===== src/rtl/pipe_muldiv_ctrl.sv =====
// rtl/pipe_muldiv_ctrl.sv - iterative multiply/divide sequencer owning HI/LO
//
// Purpose:
//   Sits beside ID/EXE. When ID decodes mult/multu/div/divu it latches the
//   forwarded operands and runs a one-bit-per-cycle shift-add multiply or
//   restoring divide. Results land in HI/LO. A stall is raised while an
//   mfhi/mflo or a new mult/div would observe an unfinished result.
//
// Optional feature (macro MULDIV_SIGNED_EN):
//   defined   - op[0] selects signed mode; magnitudes are computed at accept
//               and a one-cycle SIGN state fixes result signs (latency W+2).
//   undefined - all ops unsigned, no SIGN state (latency W+1).
//
// Ports:
//   clock    in   rising-edge clock
//   resetn   in   asynchronous active-low reset
//   start    in   ID decoded mult/multu/div/divu
//   op       in   00 multu, 01 mult, 10 divu, 11 div
//   opa/opb  in   forwarded rs/rt operands
//   rd_hilo  in   ID decoded mfhi/mflo
//   cancel   in   flush; aborts the operation in flight
//   hi/lo    out  HI/LO registers
//   busy     out  operation in flight (RUN/SIGN)
//   done     out  one-cycle pulse when HI/LO are updated
//   stall    out  freeze PC/IR request

module pipe_muldiv_ctrl #(
  parameter int WIDTH = 32,
  parameter int CNT_W = 6
) (
  input  logic             clock,
  input  logic             resetn,
  input  logic             start,
  input  logic [1:0]       op,
  input  logic [WIDTH-1:0] opa,
  input  logic [WIDTH-1:0] opb,
  input  logic             rd_hilo,
  input  logic             cancel,
  output logic [WIDTH-1:0] hi,
  output logic [WIDTH-1:0] lo,
  output logic             busy,
  output logic             done,
  output logic             stall
);

`ifdef MULDIV_SIGNED_EN
  typedef enum logic [1:0] {S_IDLE, S_RUN, S_SIGN, S_DONE} state_e;
`else
  typedef enum logic [1:0] {S_IDLE, S_RUN, S_DONE} state_e;
`endif

  state_e               state_q, state_d;
  logic [CNT_W-1:0]     cnt_q, cnt_d;
  // Multiply: {partial product, multiplier}. Divide: {remainder, quotient}.
  logic [2*WIDTH-1:0]   acc_q, acc_d;
  // Multiplicand for multiply, divisor for divide.
  logic [WIDTH-1:0]     opnd_q, opnd_d;
  logic                 div_q, div_d;
  logic [WIDTH-1:0]     hi_q, hi_d, lo_q, lo_d;

  logic [WIDTH-1:0]     mag_a, mag_b;
  logic                 accept;
  logic [WIDTH:0]       mul_sum;
  logic [2*WIDTH-1:0]   mul_next;
  logic [WIDTH:0]       rem_sh;
  logic [WIDTH-1:0]     div_diff;
  logic [2*WIDTH-1:0]   div_next;

`ifdef MULDIV_SIGNED_EN
  logic                 a_neg, b_neg;
  logic                 neg_res_q, neg_res_d;
  logic                 neg_rem_q, neg_rem_d;
  logic [2*WIDTH-1:0]   prod_neg;
  assign a_neg    = op[0] & opa[WIDTH-1];
  assign b_neg    = op[0] & opb[WIDTH-1];
  assign mag_a    = a_neg ? (~opa + 1'b1) : opa;
  assign mag_b    = b_neg ? (~opb + 1'b1) : opb;
  assign prod_neg = ~acc_q + 1'b1;
`else
  logic unused_op0;
  assign unused_op0 = op[0];
  assign mag_a      = opa;
  assign mag_b      = opb;
`endif

  assign accept = (state_q == S_IDLE || state_q == S_DONE) && start && !cancel;

  // Shift-add step: the carry of the upper-half add shifts into the MSB.
  assign mul_sum  = {1'b0, acc_q[2*WIDTH-1:WIDTH]} + {1'b0, opnd_q};
  assign mul_next = acc_q[0] ? {mul_sum, acc_q[WIDTH-1:1]}
                             : {1'b0, acc_q[2*WIDTH-1:1]};

  // Restoring-divide step. rem_sh keeps the bit shifted out of the remainder
  // so the compare is exact; the low WIDTH bits of the difference suffice
  // because the true difference is below 2^WIDTH whenever it is kept.
  assign rem_sh   = {acc_q[2*WIDTH-1:WIDTH], acc_q[WIDTH-1]};
  assign div_diff = rem_sh[WIDTH-1:0] - opnd_q;
  assign div_next = (rem_sh >= {1'b0, opnd_q})
                    ? {div_diff, acc_q[WIDTH-2:0], 1'b1}
                    : {rem_sh[WIDTH-1:0], acc_q[WIDTH-2:0], 1'b0};

  always_comb begin
    state_d = state_q;
    cnt_d   = cnt_q;
    acc_d   = acc_q;
    opnd_d  = opnd_q;
    div_d   = div_q;
    hi_d    = hi_q;
    lo_d    = lo_q;
`ifdef MULDIV_SIGNED_EN
    neg_res_d = neg_res_q;
    neg_rem_d = neg_rem_q;
`endif
    case (state_q)
      S_IDLE, S_DONE: begin
        state_d = S_IDLE;
        if (accept) begin
          state_d = S_RUN;
          cnt_d   = '0;
          div_d   = op[1];
          acc_d   = op[1] ? {{WIDTH{1'b0}}, mag_a} : {{WIDTH{1'b0}}, mag_b};
          opnd_d  = op[1] ? mag_b : mag_a;
`ifdef MULDIV_SIGNED_EN
          neg_res_d = a_neg ^ b_neg;
          neg_rem_d = a_neg;
`endif
        end
      end
      S_RUN: begin
        if (cancel) begin
          state_d = S_IDLE;
        end else if (cnt_q == CNT_W'(WIDTH)) begin
          // All WIDTH iterations are in acc_q; this cycle publishes them.
`ifdef MULDIV_SIGNED_EN
          state_d = S_SIGN;
`else
          state_d = S_DONE;
          hi_d    = acc_q[2*WIDTH-1:WIDTH];
          lo_d    = acc_q[WIDTH-1:0];
`endif
        end else begin
          acc_d = div_q ? div_next : mul_next;
          cnt_d = cnt_q + CNT_W'(1);
        end
      end
`ifdef MULDIV_SIGNED_EN
      S_SIGN: begin
        if (cancel) begin
          state_d = S_IDLE;
        end else begin
          state_d = S_DONE;
          if (!div_q) begin
            {hi_d, lo_d} = neg_res_q ? prod_neg : acc_q;
          end else begin
            // Divide by zero leaves the quotient all ones; the remainder
            // regains the dividend's sign, which restores opa exactly.
            lo_d = (neg_res_q && opnd_q != '0) ? prod_neg[WIDTH-1:0]
                                               : acc_q[WIDTH-1:0];
            hi_d = neg_rem_q ? (~acc_q[2*WIDTH-1:WIDTH] + 1'b1)
                             : acc_q[2*WIDTH-1:WIDTH];
          end
        end
      end
`endif
      default: state_d = S_IDLE;
    endcase
  end

  always_ff @(posedge clock or negedge resetn) begin
    if (!resetn) begin
      state_q <= S_IDLE;
      cnt_q   <= '0;
      acc_q   <= '0;
      opnd_q  <= '0;
      div_q   <= 1'b0;
      hi_q    <= '0;
      lo_q    <= '0;
`ifdef MULDIV_SIGNED_EN
      neg_res_q <= 1'b0;
      neg_rem_q <= 1'b0;
`endif
    end else begin
      state_q <= state_d;
      cnt_q   <= cnt_d;
      acc_q   <= acc_d;
      opnd_q  <= opnd_d;
      div_q   <= div_d;
      hi_q    <= hi_d;
      lo_q    <= lo_d;
`ifdef MULDIV_SIGNED_EN
      neg_res_q <= neg_res_d;
      neg_rem_q <= neg_rem_d;
`endif
    end
  end

`ifdef MULDIV_SIGNED_EN
  assign busy = (state_q == S_RUN) || (state_q == S_SIGN);
`else
  assign busy = (state_q == S_RUN);
`endif
  assign done  = (state_q == S_DONE);
  assign stall = busy & (start | rd_hilo);
  assign hi    = hi_q;
  assign lo    = lo_q;

endmodule


===== config.mk =====
export PLATFORM = sky130hd
export DESIGN_NAME = pipe_muldiv_ctrl
export DESIGN_NICKNAME = d
export VERILOG_FILES = /design/src/rtl/pipe_muldiv_ctrl.sv
export SDC_FILE = /design/constraint.sdc
export NUM_CORES = 1
export LEC_CHECK = 0
export BUFFER_PORTS_ARGS = -buffer_cell sky130_fd_sc_hd__buf_2
export CELL_PAD_IN_SITES_DETAIL_PLACEMENT = 1
export CELL_PAD_IN_SITES_GLOBAL_PLACEMENT = 1
export CORE_MARGIN = 1.5
export CORE_UTILIZATION = 30
export DETAILED_ROUTE_END_ITERATION = 10
export PLACE_DENSITY = 0.53
export SYNTH_ARGS = -nofsm -noshare
export SYNTH_HDL_FRONTEND = slang
export SYNTH_SLANG_ARGS = --single-unit

===== constraint.sdc =====
create_clock -name clock -period 3.68 [get_ports clock]
set_input_delay 0.184 -clock clock [delete_from_list [all_inputs] [get_ports clock]]
set_output_delay 0.184 -clock clock [all_outputs]
set_load 0.01 [all_outputs]

Word level (Yosys, flattened, before mapping)
Cells that the tools add are included. W data, S select, Z words.

Word-level logic and storage cells: 48. Output and inout bits: 67. Input bits: 71. Bits in registers: 169.

Eq/ne operators: 7. Multiplexer cells: 17. Reductions and logical operators: 10. Bitwise operators: 3. Order comparisons: 1. Add/subtract/negate cells: 3.

Operator list (number): $mux W64 (6); $pmux W64 S2 (1); $mux W32 (2); $add A32 B32 Y33 (1); $ge A33 B32 Y1 (1); $sub A32 B32 Y32 (1); $mux W6 (3); $pmux W6 S2 (1); $add A6 B1 Y6 const B (1); $eq A6 B6 Y1 const B (1); $ne A2 B2 Y1 const B (3); $mux W2 (2); $pmux W2 S2 (1); $reduce_and A4 Y1 (1); $ne A3 B2 Y1 const B (1); $reduce_and A3 Y1 (1); $eq A2 B1 Y1 const B (1); $eq A2 B2 Y1 const B (1); $logic_and A1 B1 Y1 (2); $logic_not A2 Y1 (1); $reduce_and A2 Y1 (1); $reduce_bool A2 Y1 (1); $reduce_or A2 Y1 (1); $and A1 B1 Y1 (1); other kinds (5) (5).

Depth between registers and ports, before layout
Depth in word-level cells: 6. Depth in mapped cells: 12. Gate-level depth less buffers: 12.

Least setup slack after synthesis
OpenSTA, ideal clock, no wires.

Path type: register to register. Start point: register acc_q[32]. End point: register acc_q[57]. Path buffers: 0. Required time: 3.539 ns. Library setup time: 0.141 ns. Arrival: 2.611 ns. Period minus slack after synthesis: 2.752 ns. Stages on the path, launching flop included: 12. Setup slack: 0.928 ns. Cell sequence: dfrtp_1 > ha_1 > inv_1 > fa_1 > nand2b_1 > a21oi_1 > o2111a_1 > o21ai_0 > a211oi_1 > mux2_2 > a21boi_0 > a211oi_1.

Word-level cells in the longest chain between the ends: 6. Elaborated cells between the ends (all ways): 9. Classes of those cells: add/sub: 2; order compare: 1; mux: 6.

Ends and longest elaborated chain: start, declared (RTL line 55) `logic [2*WIDTH-1:0] acc_q, acc_d;`; start signal, assigned (RTL line 173) `acc_q <= '0;`; start signal, assigned (RTL line 185) `acc_q <= acc_d;`; $add A32 B32 Y33 (tied with other cells) (RTL line 89) `assign mul_sum = {1'b0, acc_q[2*WIDTH-1:WIDTH]} + {1'b0, opnd_q};`; $mux W64, on equally long branches (RTL line 90, 99); $mux W64 * (RTL line 142) `acc_d = div_q ? div_next : mul_next;`; $mux W64 * (RTL line 132) `end else if (cnt_q == CNT_W'(WIDTH)) begin`; $mux W64 * (RTL line 130) `if (cancel) begin`; $pmux W64 S2 * (RTL line 114) `case (state_q)`.

Every way passes the cells marked *; elsewhere a longest branch is shown, timed or not. The select of a mux whose other input is x is not followed. A chain may end at the register's enable or synchronous reset.

Worst setup path in the final report
Ends and elaborated chain as after synthesis.

==> qor.txt <==
Status -> complete, no violations
Reported max-cap violation count -> 0
Commonest cells after routing, fill and taps aside -> 173 x sky130_fd_sc_hd__nand2_1, 168 x sky130_fd_sc_hd__dfrtp_1, 156 x sky130_fd_sc_hd__o21ai_0, 134 x sky130_fd_sc_hd__buf_2
Initial core utilization -> 0.304
Maximum ir drop on the vdd rail -> 0.415 mV
Maximum number of pins on one net before global-route repair -> 77
Required time reported for the critical path endpoint -> 3980 ps
Mapped Cells -> 1420
Kind of critical path -> register to register
Endpoint type of the worst setup path -> register
Placed insts -> 2103
Average footprint of a synthesized cell -> 8.77 sq um
Violation count after the first detailed-routing iteration -> 591
Clock tree from TritonCTS -> done
DR DRC count -> 0
Number of antenna-violating nets in the routed design -> 0
Critical path's largest stage delay -> 490 ps
Net switching power figure -> 5670 uW
Ys flop type -> sky130_fd_sc_hd__dfrtp_1
Std cell rows -> 74
Worst setup timing slack at the placement stage -> 168 ps
Post-synthesis sequential area ratio -> 0.340
CP Max Fanout -> 7
Worst path setup slack after routing -> 279 ps
Vert. Die Dim -> 207 microns
Number of enable-type register cells in the synthesized netlist -> 0
Worst-case hold slack -> 27.4 ps
Final worst-path cycle share -> 0.924
Crit start category -> register
Routed len/inst -> 21.6 microns
Relative slew slack -> 0.287
Most common library cell in the layout ignoring fill and taps -> sky130_fd_sc_hd__nand2_1
Mapped Area -> 12500 sq um
Ys async rst share -> 1.00
Cell mode on critical path -> sky130_fd_sc_hd__a211oi_1
Area taken by multi-input logic gates -> 7640 sq um
Via count of the first global-routing pass -> 11615
Number of setup violations in the final report -> 0
Antenna violations before repair -> 2
Detailed placement HPWL -> 35.3 mm
CORE AREA -> 40900 sq um
Synthesized flop and latch total -> 169
Crit-path cells -> ha_1 -> inv_1 -> fa_1 -> nand2b_1 -> a21oi_1 -> o2111a_1 -> o21ai_0 -> a211oi_1 -> mux2_2 -> a21boi_0 -> a211oi_1
Clock insertion delay at the later pin of the skew report -> 470 ps
Comb pwr share -> 0.613
Area contributors post-synth -> sky130_fd_sc_hd__dfrtp_1 34%, sky130_fd_sc_hd__mux2_2 8.7%, sky130_fd_sc_hd__ha_1 6.6%
Setup Total Neg Slack -> 0 ps
Worst Clk Skew -> 13.1 ps
TritonCTS sink count -> 169
Kind of path behind the tightest hold check -> primary input to register
Cell type with the largest total area after synthesis -> sky130_fd_sc_hd__dfrtp_1
Number of port buffers -> 136
Clk slew on worst S/H paths -> 70 ps
Share of cells above drive strength 1 -> 0.241
Final critical-path required period -> 3400 ps
Pwr dens -> 800 nW/um^2
Width of the chip -> 207 microns
TritonCTS buffer count -> 17
Weighted congestion at the end of routability-driven global placement -> 0.892
Sequential fraction of design power -> 0.221
Cell internal power dissipation -> 6260 uW
Unrepaired setup endpoints after global routing -> false
Pre-antenna DRT Iters -> 4
Ant diodes -> 0
Global-route wire length before repair -> 70.7 mm
Worst-case clock buffer depth -> 2
Leakage power of the design -> 0.00726 uW
FMAX -> 294 MHz
Vias/cell -> 5.39
Slew Limit Fails -> 0
Clock root cell -> sky130_fd_sc_hd__clkbuf_16
Final number of hold-violating endpoints -> 0
Synthesis warning total -> 0
Final layout net count -> 1730
Number of H-tree levels -> 4
Floorplan die area -> 42700 sq um
Clock power share -> 0.166
Number of buffers added for setup after CTS -> 0
Portion of synthesized cell area occupied by the leading cell type -> 0.340
Vias -> 11500
Overall global routing resource usage -> 0.220
Area taken by flip-flops and latches -> 4230 sq um
Arrival time reported for the critical path endpoint -> 3700 ps
Number of standard cells in the layout, taps in and fillers out -> 2135
Total gr overflow -> 0
Worst path slowest cell -> sky130_fd_sc_hd__dfrtp_1
Net count of the mapped netlist -> 1559
Final routed wirelength across all metal layers -> 46.1 mm
Slew at the pin closest to its max-slew limit -> 1070 ps
Switching Fraction -> 0.475
Number of distinct library cells after synthesis -> 81
Top Ports -> 138
Number of filler instances in the final layout -> 4902
Synthesis-to-layout area growth -> 19.7%
## power groups by stage
stage	sequential (uW)	combinational, uW	clock [uW]
CTS	2630	7280	2030
floorplan	2530	4620	0
detailed placement	2670	7210	0
global placement	2660	7150	0
global route	2690	8050	2100
finish	2630	7320	1980
## sequential cells by signal (all words and copies together) (netlist names)
signal and count:
opnd_q 32, acc_q 64, state_q 2, div_q 1
cnt_q 6, lo 32, hi 32
## path summary, 6_finish.rpt
kind                       startpoint   endpoint  slack, ps  cells after the start
max in group asynchronous      resetn     hi[22]       2500                      3
min reg2reg                    hi[28]     hi[28]        500                      1
max                         acc_q[32]  acc_q[57]        280                     11
max reg2reg                 acc_q[32]  acc_q[57]        280                     11
min                            opa[2]  opnd_q[2]         30                      3
min in group asynchronous      resetn      lo[5]        300                      2
## through the flow
step                       util  cell area, sq um  total power, uW
after CTS                 0.364             14900            11900
after global routing      0.364             14900            12800
after floorplan               -             12500             7150
after global placement    0.349             14300             9820
after detailed placement  0.349             14300             9880
final                     0.364             14900            11900
## what timing repair did
action                     in CTS  in global routing
hold buffers                    1                  0
setup endpoints to repair       0                  7
hold endpoints to repair       73                  0
resized for setup               0                  2
## cell type report
type | instances | share of cell area
Clock buffer | 19 | 0.0304
Clock inverter | 12 | 0.0110
Inverter | 75 | 0.0189
Multi-Input combinational cell | 1093 | 0.512
Sequential cell | 169 | 0.284
Tap cell | 532 | 0.0446
Timing Repair Buffer | 235 | 0.0989
## routing by layer
layer	vias to the layer above	GRT usage	routed length, microns
met5	-	0	23
met4	4	0.0573	706
met3	36	0.0328	1780
met2	208	0.342	20200
met1	5717	0.318	23300
li1	5535	-	-
## worst max-delay path: cells and delay by family (launching register included)
| kind | cells | cell delay (ps) |
|---|---|---|
| compound gates | 6 | 1420 |
| fa+ha+maj | 2 | 670 |
| flops | 1 | 490 |
| mux | 1 | 370 |
| simple gates | 1 | 210 |
| buf+inv | 1 | 70 |
## cells by family after synthesis
kind of cell / synth area share
AOI/OAI and AO/OA: 0.231
xor gates and xnor gates: 0.0267
adders and majority gates: 0.0695
buffers and inverters: 0.0492
DFF: 0.340
muxes: 0.146
and+or+nand+nor: 0.137
## synth_stat cells (4+ instances only)
library cell and n:
sky130_fd_sc_hd__nand2_1 175, sky130_fd_sc_hd__dfrtp_1 169, sky130_fd_sc_hd__o21ai_0 156, sky130_fd_sc_hd__a21oi_1 96, sky130_fd_sc_hd__mux2_2 96, sky130_fd_sc_hd__inv_1 74
sky130_fd_sc_hd__mux2i_1 74, sky130_fd_sc_hd__ha_1 66, sky130_fd_sc_hd__clkbuf_1 61, sky130_fd_sc_hd__nor2_1 57, sky130_fd_sc_hd__nand3_1 31, sky130_fd_sc_hd__a21o_1 26
sky130_fd_sc_hd__xnor2_1 23, sky130_fd_sc_hd__a211oi_1 21, sky130_fd_sc_hd__nor3_1 20, sky130_fd_sc_hd__o211ai_1 18, sky130_fd_sc_hd__xor2_1 15, sky130_fd_sc_hd__nand4_1 13
sky130_fd_sc_hd__o21a_1 13, sky130_fd_sc_hd__o21bai_1 13, sky130_fd_sc_hd__o31ai_1 13, sky130_fd_sc_hd__buf_1 11, sky130_fd_sc_hd__nand2b_1 11, sky130_fd_sc_hd__buf_2 10
sky130_fd_sc_hd__and3_1 9, sky130_fd_sc_hd__nor2b_1 9, sky130_fd_sc_hd__a32o_1 8, sky130_fd_sc_hd__a31oi_1 7, sky130_fd_sc_hd__and2_1 7, sky130_fd_sc_hd__or3_1 7
sky130_fd_sc_hd__a221oi_1 5, sky130_fd_sc_hd__nor4_1 5, sky130_fd_sc_hd__o221ai_1 5, sky130_fd_sc_hd__o22ai_1 5, sky130_fd_sc_hd__or2_2 5, sky130_fd_sc_hd__a21boi_0 4
sky130_fd_sc_hd__a31o_2 4, sky130_fd_sc_hd__nor3b_1 4, sky130_fd_sc_hd__o2111a_1 4, sky130_fd_sc_hd__o311a_1 4
No activity file was read; power rests on OpenSTA's default activity.
